--- config.mk ---
export PLATFORM = sky130hd
export DESIGN_NAME = ifu_fetch
export DESIGN_NICKNAME = d
export VERILOG_FILES = /design/src/rtl/ifu_fetch.sv
export SDC_FILE = /design/constraint.sdc
export NUM_CORES = 1
export LEC_CHECK = 0
export CAP_MARGIN = 40
export CORE_MARGIN = 4
export CORE_UTILIZATION = 35
export CTS_CLUSTER_DIAMETER = 30
export DETAILED_ROUTE_END_ITERATION = 6
export GPL_TIMING_DRIVEN = 0
export SKIP_CTS_REPAIR_TIMING = 1
export SYNTH_ARGS = -nofsm -noshare
export SYNTH_HDL_FRONTEND = slang
export SYNTH_SLANG_ARGS = --single-unit
--- constraint.sdc ---
create_clock -name clk_i -period 7.3 [get_ports clk_i]
set_input_delay 0.73 -clock clk_i [delete_from_list [all_inputs] [get_ports clk_i]]
set_output_delay 0.73 -clock clk_i [all_outputs]
set_load 0.05 [all_outputs]
--- src/rtl/ifu_fetch.sv ---
// Instruction fetch unit: owns the PC, issues in-order requests with up to DEPTH in flight,
// buffers returned words in a DEPTH-entry FIFO and presents the head to the IF/ID register.
module ifu_fetch #(
   parameter int unsigned           ADDR_WIDTH = 32,
   parameter int unsigned           DATA_WIDTH = 32,
   parameter int unsigned           DEPTH      = 4,
   parameter logic [ADDR_WIDTH-1:0] RESET_PC   = '0
) (
   input  logic                  clk_i,
   input  logic                  rst_ni,
   input  logic [5:0]            stall_i,
   input  logic                  jump_i,
   input  logic [ADDR_WIDTH-1:0] jump_addr_i,
   input  logic                  int_i,
   input  logic [ADDR_WIDTH-1:0] int_addr_i,
   output logic                  ibus_req_o,
   output logic [ADDR_WIDTH-1:0] ibus_addr_o,
   input  logic                  ibus_gnt_i,
   input  logic                  ibus_rvalid_i,
   input  logic [DATA_WIDTH-1:0] ibus_rdata_i,
   output logic                  inst_valid_o,
   output logic [ADDR_WIDTH-1:0] inst_addr_o,
   output logic [DATA_WIDTH-1:0] inst_o
);
   localparam int unsigned           PW      = $clog2(DEPTH);
   localparam int unsigned           CW      = PW + 1;
   localparam int unsigned           STOP    = 1;
   localparam logic [CW:0]           DEPTH_W = (CW + 1)'(DEPTH);
   localparam logic [DATA_WIDTH-1:0] NOP     = DATA_WIDTH'(32'h0000_0013);
   localparam logic [ADDR_WIDTH-1:0] INC     = ADDR_WIDTH'(4);

   logic [ADDR_WIDTH-1:0] pc_q, pc_d;
   logic [ADDR_WIDTH-1:0] push_addr_q, push_addr_d;
   logic [PW-1:0]         wr_ptr_q, wr_ptr_d;
   logic [PW-1:0]         rd_ptr_q, rd_ptr_d;
   logic [CW-1:0]         count_q, count_d;
   logic [CW-1:0]         out_cnt_q, out_cnt_d;
   logic [CW-1:0]         drop_cnt_q, drop_cnt_d;

   logic [ADDR_WIDTH-1:0] mem_addr_q [DEPTH];
   logic [DATA_WIDTH-1:0] mem_data_q [DEPTH];

   logic                  redirect;
   logic [ADDR_WIDTH-1:0] target;
   logic [CW:0]           in_use;
   logic                  req;
   logic                  grant;
   logic                  resp;
   logic                  drop;
   logic                  push;
   logic                  valid;
   logic                  pop;
   logic                  unused_stall;

   assign unused_stall = ^{stall_i[5:2], stall_i[0]};

   always_comb begin
      redirect = int_i | jump_i;
      target   = int_i ? int_addr_i : jump_addr_i;
      in_use   = {1'b0, out_cnt_q} + {1'b0, count_q};
      // Every granted request owns a FIFO slot, so a push can never find the FIFO full.
      req      = rst_ni & ~redirect & (in_use < DEPTH_W);
      grant    = req & ibus_gnt_i;
      resp     = ibus_rvalid_i & (out_cnt_q != '0);
      drop     = resp & (drop_cnt_q != '0);
      push     = resp & ~drop & ~redirect;
      valid    = (count_q != '0) & ~redirect;
      pop      = valid & ~stall_i[STOP];
   end

   always_comb begin
      pc_d        = pc_q;
      push_addr_d = push_addr_q;
      wr_ptr_d    = wr_ptr_q;
      rd_ptr_d    = rd_ptr_q;
      count_d     = count_q;
      out_cnt_d   = out_cnt_q + CW'(grant) - CW'(resp);
      drop_cnt_d  = drop_cnt_q;
      if (redirect) begin
         pc_d        = target;
         push_addr_d = target;
         wr_ptr_d    = '0;
         rd_ptr_d    = '0;
         count_d     = '0;
         // Everything still outstanding after this cycle belongs to the old stream.
         drop_cnt_d  = out_cnt_d;
      end else begin
         if (grant) begin
            pc_d = pc_q + INC;
         end
         if (drop) begin
            drop_cnt_d = drop_cnt_q - CW'(1);
         end
         if (push) begin
            push_addr_d = push_addr_q + INC;
            wr_ptr_d    = wr_ptr_q + PW'(1);
         end
         if (pop) begin
            rd_ptr_d = rd_ptr_q + PW'(1);
         end
         count_d = count_q + CW'(push) - CW'(pop);
      end
   end

   always_ff @(posedge clk_i or negedge rst_ni) begin
      if (!rst_ni) begin
         pc_q        <= RESET_PC;
         push_addr_q <= RESET_PC;
         wr_ptr_q    <= '0;
         rd_ptr_q    <= '0;
         count_q     <= '0;
         out_cnt_q   <= '0;
         drop_cnt_q  <= '0;
      end else begin
         pc_q        <= pc_d;
         push_addr_q <= push_addr_d;
         wr_ptr_q    <= wr_ptr_d;
         rd_ptr_q    <= rd_ptr_d;
         count_q     <= count_d;
         out_cnt_q   <= out_cnt_d;
         drop_cnt_q  <= drop_cnt_d;
      end
   end

   // Payload storage needs no reset: count_q alone decides what is visible.
   always_ff @(posedge clk_i) begin
      if (push) begin
         mem_addr_q[wr_ptr_q] <= push_addr_q;
         mem_data_q[wr_ptr_q] <= ibus_rdata_i;
      end
   end

   assign ibus_req_o   = req;
   assign ibus_addr_o  = pc_q;
   assign inst_valid_o = valid;
   assign inst_addr_o  = valid ? mem_addr_q[rd_ptr_q] : '0;
   assign inst_o       = valid ? mem_data_q[rd_ptr_q] : NOP;

endmodule
==> run metrics <==
commonest non-fill, non-tap cell in the layout edfxtp_1; Yosys cell types 50; CP startpoint kind input port; Core Util, Final 49.11%; Synth Cell Area 14360 um^2; r2r setup slk about 3.2 ns; wire per inst 20.64 um; Worst Hold Class in2async; Critical Path AT 3.71 ns; area of the multi-input gates ~4500 um^2; CTS H-tree depth 3; initial antenna violation count 1; global route overflow 0; core area 40100 um^2; Num CTS Buffers 72; GRT Util Overall ~17%; drt via density roughly 5.2; VDD IR-drop max 159.3 uV; port buffer count 200; clock latency on the worst-skew pair 0.55 ns; CP max FO 10; post-route ant nets 0; clock skew 0.01622 ns; CTS tree done; status complete, no violations; post-synth top area share a little over half; measured slew at the worst slew-check pin between 0.9 and 1 ns; R2R Path End drop_cnt_q[2]$_DFFE_PN0P_; Setup crit end kind primary output; Final setup viols 0; DRC errors left 0; clock-pin slew on the worst setup and hold paths 0.05 ns; layout cell share with drive strength beyond 1 between 10% and 20%; Detailed Route WL approximately 38000 um; post-layout minimum cycle time 4.441 ns; Final Slew Violations 0; number of global-route vias before repair 9969; CP Class in2out; RSZ-0062 raised after global routing no; die height roughly 210 um; register area around 9600 um^2; antenna cells 0; Pwr Density slightly above 300 nW/um^2; Final Hold Fails 0; Final #Nets 1376; clk sinks 331; via count 9566; Mean Syn Cell Area 14.82 um^2; R2R Path Start count_q[2]$_DFF_PN0_; Rows 73; initial DRC count 502; IO Count between 200 and 250; Final Wtd Congestion 0.8446; fillers roughly 3400; Die Footprint 44330 um^2; P&R area growth vs syn 37.14%; chip width 210.5 um; Seq cells post-synth ~330; first-pass GRT wire length approximately 58000 um; CTS max path bufs 3; FMAX around 0.23 GHz; top cells by area, synth edfxtp_1 54%, dfrtp_1 13%, mux4_2 10%, nor2b_1 2.8%, a21oi_1 2.7%; Root Driver clkbuf_16; Final period util approximately three fifths; syn nets about 1100; LEAKAGE between 0.006 and 0.007 uW; Critical Path RT 6.57 ns; design area 19690 um^2; initial core utilization 35.81%; Slew HR 38.42%; max cap viols 0; register area share after synthesis 66.61%; post-synth top area cell edfxtp_1; Mapped Cells 969; Post-DP Area 17220 um^2; most frequent cells in the layout 256 x edfxtp_1, 199 x clkdlybuf4s50_1, 77 x a21oi_1, 75 x clkbuf_16, 75 x dfrtp_1; hpwl dp between 20000 and 30000 um; Pre-Repair DR Iteration Count 5; largest net degree at the start of global routing 64; Ys Warns 0; R2R depth 13
## synthesized netlist by cell type, drive strengths merged
| master | number |
|---|---|
| nand3 | 26 |
| nor3 | 8 |
| a2bb2oi | 8 |
| or2 | 7 |
| o21a | 6 |
| a41oi | 1 |
| and3 | 16 |
| a211oi | 3 |
| nand2 | 58 |
| nor4 | 12 |
| o41ai | 2 |
| o31a | 1 |
| nor2 | 21 |
| o21ai | 51 |
| clkbuf | 36 |
| nor3b | 3 |
| buf | 16 |
| o22ai | 6 |
| or3 | 4 |
| o211ai | 1 |
| fa | 2 |
| and4 | 5 |
| a32o | 1 |
| or4 | 3 |
| edfxtp | 256 |
| mux4 | 64 |
| xor2 | 1 |
| nand4 | 19 |
| nand2b | 3 |
| a21boi | 2 |
| mux2i | 6 |
| ha | 14 |
| o22a | 2 |
| a22oi | 21 |
| a21oi | 77 |
| a22o | 4 |
| nor4b | 1 |
| inv | 21 |
| xnor2 | 17 |
| nor2b | 64 |
| o31ai | 14 |
| o221a | 1 |
| a31oi | 5 |
| and2 | 5 |
| dfrtp | 75 |
## stage by stage
stage	instances	power, uW	hold slack (ns)	setup WS [ns]	TNS, ns
2_1_floorplan	969	2539	0.4344	3.646	0
3_3_place_gp	1694	2763	0.5294	-0.02884	-0.02884
3_5_place_dp	1703	2774	0.5246	2.637	0
4_1_cts	1833	6078	0.01689	2.808	0
5_1_grt	1833	6246	0.02600	2.622	0
6_report	1833	6003	0.03974	2.859	0
## critical path, stage by stage
cell             delay, ns
clkdlybuf4s50_1       0.46
nor2_1                0.50
o31ai_1               0.32
clkbuf_1              0.23
buf_8                 0.18
clkbuf_1              0.25
nor2b_1               0.21
clkdlybuf4s50_1       0.82
## state kept, by name (all words and copies together), names as in the netlist
register,cells
rd_ptr_q,2
mem_addr_q,128
drop_cnt_q,3
wr_ptr_q,2
count_q,3
mem_data_q,128
push_addr_q,31
out_cnt_q,3
ibus_addr_o,31
## where the power goes
group          switching (uW)  internal [uW]
logic                     302            211
registers                 100           2130
clock network             974           2280
## layer usage
metal,up-vias,track usage (%),part of all wire [%]
li1,4382,-,-
met1,4717,22.54,43
met2,389,26.86,47
met3,76,4.673,8.0
met4,2,5.544,2.3
met5,-,0,0.034
## cell type report
type | count | area share, %
multi-input combinational | 565 | 22.95
timing repair buffer | 209 | 11.10
buffer | 52 | 1.093
inverter | 21 | 0.4003
sequential | 331 | 48.57
tap | 525 | 3.336
clock inverter | 38 | 2.535
clock buffer | 92 | 10.01
## logic make-up after synthesis
| family | count (synthesis) | share of synthesized area [%] |
|---|---|---|
| muxes | 70 | 10.46 |
| buffers and inverters | 73 | 2.048 |
| adders and majority gates | 16 | 1.499 |
| AOI/OAI and AO/OA | 206 | 8.645 |
| DFF | 331 | 66.61 |
| and+or+nand+nor | 255 | 9.638 |
| xor gates and xnor gates | 18 | 1.098 |
## how the worst max path moves through the flow
stage                             start                    endpoint  slack, ns  depth (start not counted)
after floorplan           ibus_rvalid_i  mem_addr_q[0][0]$_DFFE_PP_       3.65                          5
after global placement           rst_ni   drop_cnt_q[2]$_DFFE_PN0P_      -0.03                         13
after detailed placement         rst_ni   drop_cnt_q[2]$_DFFE_PN0P_       2.64                         14
after CTS                        jump_i                   inst_o[8]       2.81                          8
after global routing             jump_i                  inst_o[10]       2.62                          8
final                            jump_i                  inst_o[13]       2.86                          8
No activity file was read; power rests on OpenSTA's default activity.
